==> src/rtl/game_pkg.sv <==
// ============================================================================
// Module : game_pkg
// Brief  : Shared choice encodings, capture FSM states and legality helper.
// Rev    : 1.0  initial release
// ============================================================================
`default_nettype none

package game_pkg;

  localparam logic [2:0] CAT     = 3'b001;
  localparam logic [2:0] DOG     = 3'b010;
  localparam logic [2:0] CHICKEN = 3'b100;

  typedef enum logic [1:0] {
    S_P1  = 2'd0,
    S_P2  = 2'd1,
    S_OUT = 2'd2
  } capture_state_t;

  // Zero and multi-hot patterns are both rejected.
  function automatic logic is_one_hot(input logic [2:0] v);
    return (v != 3'b000) && ((v & (v - 3'b001)) == 3'b000);
  endfunction

endpackage

`default_nettype wire

==> src/rtl/key_debounce.sv <==
// ============================================================================
// Module : key_debounce
// Brief  : Two-flop synchronizer, debounce counter and press (1->0) detector
//          for an active-low pushbutton; emits a one-cycle commit pulse.
// Rev    : 1.0  initial release
// ============================================================================
`default_nettype none

module key_debounce #(
  parameter int DEBOUNCE_CYCLES = 500000
) (
  input  logic clk,
  input  logic reset,
  input  logic key_n,
  output logic commit
);

  localparam int CNT_W = (DEBOUNCE_CYCLES > 1) ? $clog2(DEBOUNCE_CYCLES) : 1;
  localparam logic [CNT_W-1:0] C_CNT_LAST = CNT_W'(DEBOUNCE_CYCLES - 1);

  logic [1:0]       r_sync;
  logic             r_level;
  logic             r_level_d;
  logic [CNT_W-1:0] r_cnt;

  // Everything resets to the released level so a reset never fakes a press.
  always_ff @(posedge clk) begin
    if (reset) begin
      r_sync    <= 2'b11;
      r_level   <= 1'b1;
      r_level_d <= 1'b1;
      r_cnt     <= '0;
    end else begin
      r_sync    <= {r_sync[0], key_n};
      r_level_d <= r_level;
      if (r_sync[1] != r_level) begin
        if (r_cnt == C_CNT_LAST) begin
          r_level <= r_sync[1];
          r_cnt   <= '0;
        end else begin
          r_cnt <= r_cnt + 1'b1;
        end
      end else begin
        r_cnt <= '0;
      end
    end
  end

  assign commit = r_level_d & ~r_level;

endmodule

`default_nettype wire

==> src/rtl/choice_capture.sv <==
// ============================================================================
// Module : choice_capture
// Brief  : Captures player 1 / player 2 choices on debounced commit presses
//          and hands the pair downstream with a valid/ready handshake.
//          Optional player-2 timeout enabled by macro CAPTURE_TIMEOUT_EN.
// Rev    : 1.0  initial release
// ============================================================================
`default_nettype none

module choice_capture
  import game_pkg::*;
#(
  parameter int DEBOUNCE_CYCLES = 500000,
  parameter int TIMEOUT_CYCLES  = 500000000
) (
  input  logic       clk,
  input  logic       reset,
  input  logic [2:0] sw_choice,
  input  logic       key_commit_n,
  input  logic       out_ready,
  output logic       out_valid,
  output logic [2:0] p1_choice,
  output logic [2:0] p2_choice,
  output logic       waiting_p1,
  output logic       waiting_p2,
  output logic       invalid_pulse,
  output logic       timeout_pulse
);

  capture_state_t r_state;
  capture_state_t w_state_next;

  logic       w_commit;
  logic       w_legal;
  logic       w_latch_p1;
  logic       w_latch_p2;
  logic       w_invalid;
  logic       w_timeout;
  logic       w_timeout_hit;
  logic [2:0] r_p1;
  logic [2:0] r_p2;
  logic       r_invalid;
  logic       r_timeout;

  key_debounce #(
    .DEBOUNCE_CYCLES(DEBOUNCE_CYCLES)
  ) u_debounce (
    .clk   (clk),
    .reset (reset),
    .key_n (key_commit_n),
    .commit(w_commit)
  );

  assign w_legal = is_one_hot(sw_choice);

`ifdef CAPTURE_TIMEOUT_EN
  localparam int TO_W = (TIMEOUT_CYCLES > 1) ? $clog2(TIMEOUT_CYCLES) : 1;
  localparam logic [TO_W-1:0] C_TO_LAST = TO_W'(TIMEOUT_CYCLES - 1);

  logic [TO_W-1:0] r_to_cnt;

  always_ff @(posedge clk) begin
    if (reset) begin
      r_to_cnt <= '0;
    end else if ((r_state == S_P2) && (w_state_next == S_P2)) begin
      r_to_cnt <= r_to_cnt + 1'b1;
    end else begin
      r_to_cnt <= '0;
    end
  end

  assign w_timeout_hit = (r_state == S_P2) && (r_to_cnt == C_TO_LAST);
`else
  logic [31:0] w_timeout_unused;
  assign w_timeout_unused = 32'(TIMEOUT_CYCLES);
  assign w_timeout_hit    = 1'b0;
`endif

  always_ff @(posedge clk) begin
    if (reset) begin
      r_state <= S_P1;
    end else begin
      r_state <= w_state_next;
    end
  end

  // A legal P2 commit wins over a timeout landing on the same cycle.
  always_comb begin
    w_state_next = r_state;
    w_latch_p1   = 1'b0;
    w_latch_p2   = 1'b0;
    w_invalid    = 1'b0;
    w_timeout    = 1'b0;
    case (r_state)
      S_P1: begin
        if (w_commit) begin
          if (w_legal) begin
            w_latch_p1   = 1'b1;
            w_state_next = S_P2;
          end else begin
            w_invalid = 1'b1;
          end
        end
      end
      S_P2: begin
        if (w_commit && w_legal) begin
          w_latch_p2   = 1'b1;
          w_state_next = S_OUT;
        end else begin
          w_invalid = w_commit;
          if (w_timeout_hit) begin
            w_timeout    = 1'b1;
            w_state_next = S_P1;
          end
        end
      end
      S_OUT: begin
        if (out_ready) begin
          w_state_next = S_P1;
        end
      end
      default: begin
        w_state_next = S_P1;
      end
    endcase
  end

  always_ff @(posedge clk) begin
    if (reset) begin
      r_p1      <= 3'b000;
      r_p2      <= 3'b000;
      r_invalid <= 1'b0;
      r_timeout <= 1'b0;
    end else begin
      r_invalid <= w_invalid;
      r_timeout <= w_timeout;
      if (w_latch_p1) begin
        r_p1 <= sw_choice;
      end else if (w_timeout) begin
        r_p1 <= 3'b000;
      end
      if (w_latch_p2) begin
        r_p2 <= sw_choice;
      end
    end
  end

  assign out_valid     = (r_state == S_OUT);
  assign p1_choice     = r_p1;
  assign p2_choice     = r_p2;
  assign invalid_pulse = r_invalid;
  assign timeout_pulse = r_timeout;
  assign waiting_p1    = reset | (r_state == S_P1);
  assign waiting_p2    = ~reset & (r_state == S_P2);

endmodule

`default_nettype wire

==> config.mk <==
export PLATFORM = sky130hd
export DESIGN_NAME = choice_capture
export DESIGN_NICKNAME = d
export VERILOG_FILES = /design/src/rtl/game_pkg.sv /design/src/rtl/key_debounce.sv /design/src/rtl/choice_capture.sv
export SDC_FILE = /design/constraint.sdc
export NUM_CORES = 1
export LEC_CHECK = 0
export ABC_AREA = 1
export BUFFER_PORTS_ARGS = -buffer_cell sky130_fd_sc_hd__buf_2
export CAP_MARGIN = 30
export CORE_MARGIN = 3
export CORE_UTILIZATION = 35
export CTS_CLUSTER_SIZE = 40
export DETAILED_ROUTE_END_ITERATION = 16
export PLACE_DENSITY = 0.57
export RECOVER_POWER = 100
export SLEW_MARGIN = 20
export SYNTH_ARGS = -nofsm -noshare
export SYNTH_HDL_FRONTEND = slang
export SYNTH_SLANG_ARGS = --single-unit
export TNS_END_PERCENT = 50
==> constraint.sdc <==
create_clock -name clk -period 2.2 [get_ports clk]
set_input_delay 0.22 -clock clk [delete_from_list [all_inputs] [get_ports clk]]
set_output_delay 0.22 -clock clk [all_outputs]
set_load 0.01 [all_outputs]
# Word level (Yosys, flattened, before mapping)
# Cells that the tools add are included.
# W data, S select, Z words.
[totals]
ff_bits = 32
elab_cells = 48
[classes]
bitwise_logic = 7
eq_ne = 8
n_mux = 15
n_reduce_logical = 8
addsub = 2
[ops]
columns = ["cell", "n"]
rows = [
  ["$add A19 B1 Y19 const B", 1],
  ["$eq A19 B19 Y1 const B", 1],
  ["$mux W1", 8],
  ["$mux W2", 4],
  ["$ne A2 B2 Y1 const B", 4],
  ["$pmux W2 S3", 1],
  ["$reduce_and A4 Y1", 1],
  ["$and A3 B3 Y3", 1],
  ["$logic_not A3 Y1", 1],
  ["$mux W3", 1],
  ["$not A1 Y1", 3],
  ["$reduce_bool A3 Y1", 1],
  ["$reduce_or A3 Y1", 1],
  ["$sub A3 B1 Y3 const B", 1],
  ["$and A1 B1 Y1", 2],
  ["$eq A2 B1 Y1 const B", 1],
  ["$eq A2 B2 Y1 const B", 1],
  ["$logic_and A1 B1 Y1", 2],
  ["$logic_not A2 Y1", 1],
  ["$pmux W1 S2", 1],
  ["$reduce_and A2 Y1", 1],
  ["$ne A1 B1 Y1", 1],
  ["$or A1 B1 Y1", 1],
]

# Logic depth before layout (Yosys ltp)
[depth]
ltp_word = 8
depth_mapped = 9

# Modules after synthesis
# A second synthesis with hierarchy kept.
[unflattened]
hier_cells = 237
area_unflattened_um2 = 1615.3
[modules_own_cells]
columns = ["mod", "cells_per_inst", "area_each_um2", "seq_area_each_um2", "n_inst"]
rows = [
  ["key_debounce", 168, 1138.6, 460.4, 1],
  ["choice_capture", 69, 476.7, 180.2, 1],
]

# Worst setup path after synthesis
# No wires, ideal clock.
[synth_timing]
path_kind = "flip-flop to flip-flop"
from = "register u_debounce.r_cnt[0]"
to = "register u_debounce.r_cnt[10]"
t_arrival_ns = 1.353
synth_period_minus_slack_ns = 1.468
t_required_ns = 2.085
path_buffers = 1
setup_ns = 0.115
path_slack_ns = 0.732
path_stages_with_launch = 10
cell_sequence = "dfxtp_1 ha_1 inv_2 nor2_4 inv_2 nor2_4 nand3_2 nand2_4 buf_6 nor2_1"
[synth_via]
elab_chain_len = 2
word_cells_on_any_way = 3
classes_between = "add/sub: 1; eq/ne: 1; reduce/logical: 1"
[synth_lines]
columns = ["item", "line_no", "rtl"]
rows = [
  ["from (decl)", "key_debounce.sv:24", "logic [CNT_W-1:0] r_cnt;"],
  ["from (signal assigned)", "key_debounce.sv:41", "r_cnt <= r_cnt + 1'b1;"],
  ["branches (longest 2 deep; another with $add A19 B1 Y19)", "n/a", ""],
]
# Parallel ways; which one is timed is not known.
# A chain may end at the register's enable or synchronous reset.

# Final worst setup path
[layout_timing]
from = "register u_debounce.r_cnt[0]"
to = "register u_debounce.r_cnt[11]"
# The elaborated chain is that of the path after synthesis.

==> impl_metrics.yaml <==
status:
  outcome: "completed"
placement:
  dp.cells: 280
  place_congestion: 0.808
  pre_cts_slack_ps: 615
  place_area_sq_mm: 0.00162
  port_buffers: 16
  dp_hpwl_mm: 2.27
floorplan:
  die_y_microns: 71.4
  die_x_microns: 71.4
  rows: 23
  io_pins: 18
  start_util_pct: 36.9
  core-area_sq_mm: 0.00406
  dieArea_sq_mm: 0.00510
global_routing:
  grt_pass1_wl_mm: 5.49
  grt_max_degree: 20
  antenna_found_initial: 0
  grt_overflow: 0
  first_global_vias: 1271
  track_usage_pct: 13.5
power:
  irDropWorstVdd_mv: 0.250
  design_power_total_mw: 1.16
  pwr_density_cell_mw_per_mm2: 682
  p_leak_nw: 0.569
worst_setup_path:
  slowest_stage: "dfxtp_1"
  cpMostUsedCell: "nor2_1"
  crit_chain: "ha_1 > inv_2 > nor2_1 > inv_2 > nor2_1 > nand3_1 > nand2_4 > nor2_1"
  crit_required_ps: 2370
  worstPathArrival_ps: 1960
  cp-end-kind: "flop"
  cp-start-kind: "flop"
  r2r-end: "u_debounce.r_cnt[11]"
  max_stage_delay_ps: 390
  reg2reg_from: "u_debounce.r_cnt[0]"
  crit_type: "flop to flop"
  r2r_slack_ps: 410
  ff2ff_path_depth: 8
  worstPathMaxFanout: 19
timing:
  min_period_ps: 1790
  post-route-period-util_pct: 81.2
  finalClockSkew_ps: 2.66
  fmax_mhz: 560
  hold_viol_final: 0
  slew_violations: 0
  setup_viol: 0
  rsz0062_at_grt: "no"
  hold_ws_ps: 127
  setup_tns_ps: 0
  timing.final.ws_setup_ps: 413
run:
  maxCapViolCount: 0
min_path:
  hold_start: "key_commit_n"
  holdPathEnd: "u_debounce.r_sync[0]"
  min_path_cells: 2
  hold_path.class: "input port to flop"
synth:
  ys_ff_latch: 32
  yosysWarningCount: 0
  yosysUniqueCellTypes: 22
  synth_nets: 225
  synth-seq-area-share_pct: 42.7
  syn_inst: 217
  synth.cell_area_sq_mm: 0.00150
  synth_area_per_cell_sq_um: 6.91
route:
  vias: 1325
  drt_first_pass_iters: 7
  vias_per_cell: 4.60
  routed_wl_mm: 3.01
  wire_per_inst_microns: 10.5
  ant_nets: 0
  drc_errors: 0
  drt_iter0_drc: 92
cts:
  postCtsResizedCells: 0
  post-cts-setup-buffers: 0
  cts_root_buffer: "clkbuf_8"
  cts_tree: "yes"
  cts_max_level: 2
  clock_sinks: 32
  clkLatencyLatePin_ps: 280
  cts.clk_slew.worst_paths_ps: 70
  numCtsBuffers: 5
  cts_buffer_depth: 2
  hold_buffers: 0
final_layout:
  final_nets: 245
  utilization_pct: 41.7
  insertedDiodeCount: 0
  final_cells: 288
  drive_above_1_share_pct: 8.40
  syn_to_final_growth_pct: 12.9
  final_area_sq_mm: 0.00169
## sequential cells by signal (all words and copies together), names as in the netlist
signal and cells:
invalid_pulse 1, p1_choice 3, p2_choice 3, r_state 2, u_debounce.r_cnt 19, u_debounce.r_level 1, u_debounce.r_level_d 1, u_debounce.r_sync 2
## final cells by class
cell class                 instances  area, sq um
fill                             428         2360
multi-input combinational        156          718
sequential                        32          641
inverter                          26         97.6
clock buffer                       6         72.6
timing repair buffer              16         66.3
tap                               50         62.6
clock inverter                     2         35.0
## logic make-up (layout without fill, tap and decap cells)
group,after synthesis,after routing,share of synthesized area (%)
XOR/XNOR,8,8,4.67
buffers and inverters,29,50,8.01
adder cells (fa/ha/maj),1,1,0.835
AND/OR/NAND/NOR,123,123,35.6
AO/OA/AOI/OAI,23,23,7.85
other,1,1,0.250
flip-flops,32,32,42.7
## critical path, delay by kind of cell (launching register included)
kind          cells  cell delay, ps
buf+inv           2              90
flops             1             390
fa+ha+maj         1             290
simple gates      5             900
## worst max-delay path by stage
stage / start / to / slack, ps / cells after the start
final: u_debounce.r_cnt[0] / u_debounce.r_cnt[11] / 410 / 8
after global placement: u_debounce.r_cnt[0] / u_debounce.r_cnt[11] / 670 / 8
after global routing: u_debounce.r_cnt[0] / u_debounce.r_cnt[6] / 240 / 8
after floorplan: u_debounce.r_cnt[0] / u_debounce.r_cnt[10] / 730 / 9
after detailed placement: u_debounce.r_cnt[0] / u_debounce.r_cnt[9] / 610 / 8
after CTS: u_debounce.r_cnt[0] / u_debounce.r_cnt[11] / 610 / 8
## synthesized netlist by cell type
library cell  instances  area [sq um]
a211oi_1              1          7.51
a21oi_1              18          90.1
buf_4                 1          7.51
buf_6                 1          11.3
clkbuf_1              1          3.75
conb_1                1          3.75
dfxtp_1              32           641
ha_1                  1          12.5
inv_1                24          90.1
inv_2                 2          7.51
nand2_1              57           214
nand2_4               1          11.3
nand3_1              12          60.1
nand3_2               1          10.0
nand4_1               6          37.5
nor2_1               38           143
nor2_4                2          22.5
nor3_1                1          5.00
o21ai_0               4          20.0
or2_2                 5          31.3
xnor2_1               3          26.3
xor2_1                5          43.8
## layout by cell type (no fill, tap or decap)
master,netlist,final
dfxtp_1,32,32
a21oi_1,18,18
or2_2,5,5
xor2_1,5,5
clkbuf_8,0,5
nor3_1,1,1
xnor2_1,3,3
nand4_1,6,6
inv_2,2,2
o21ai_0,4,4
clkinv_2,0,1
nand2_1,57,57
buf_2,0,5
a211oi_1,1,1
nand2_4,1,1
nor2_1,38,40
nand3_1,12,13
conb_1,1,1
bufinv_16,0,1
ha_1,1,1
inv_1,24,24
clkbuf_1,1,12
## per-layer routing
layer | part of all wire [%] | track usage [%]
met5 | 0 | 0
met4 | 2.1 | 6.26
met3 | 3.8 | 3.79
met2 | 41 | 20.0
met1 | 53 | 18.2
## power breakdown
group	switching, mW	internal (mW)
registers	0.00131	0.581
logic	0.0162	0.00765
clock network	0.213	0.336
total	0.230	0.925
Power figures use the tool's default switching activity.
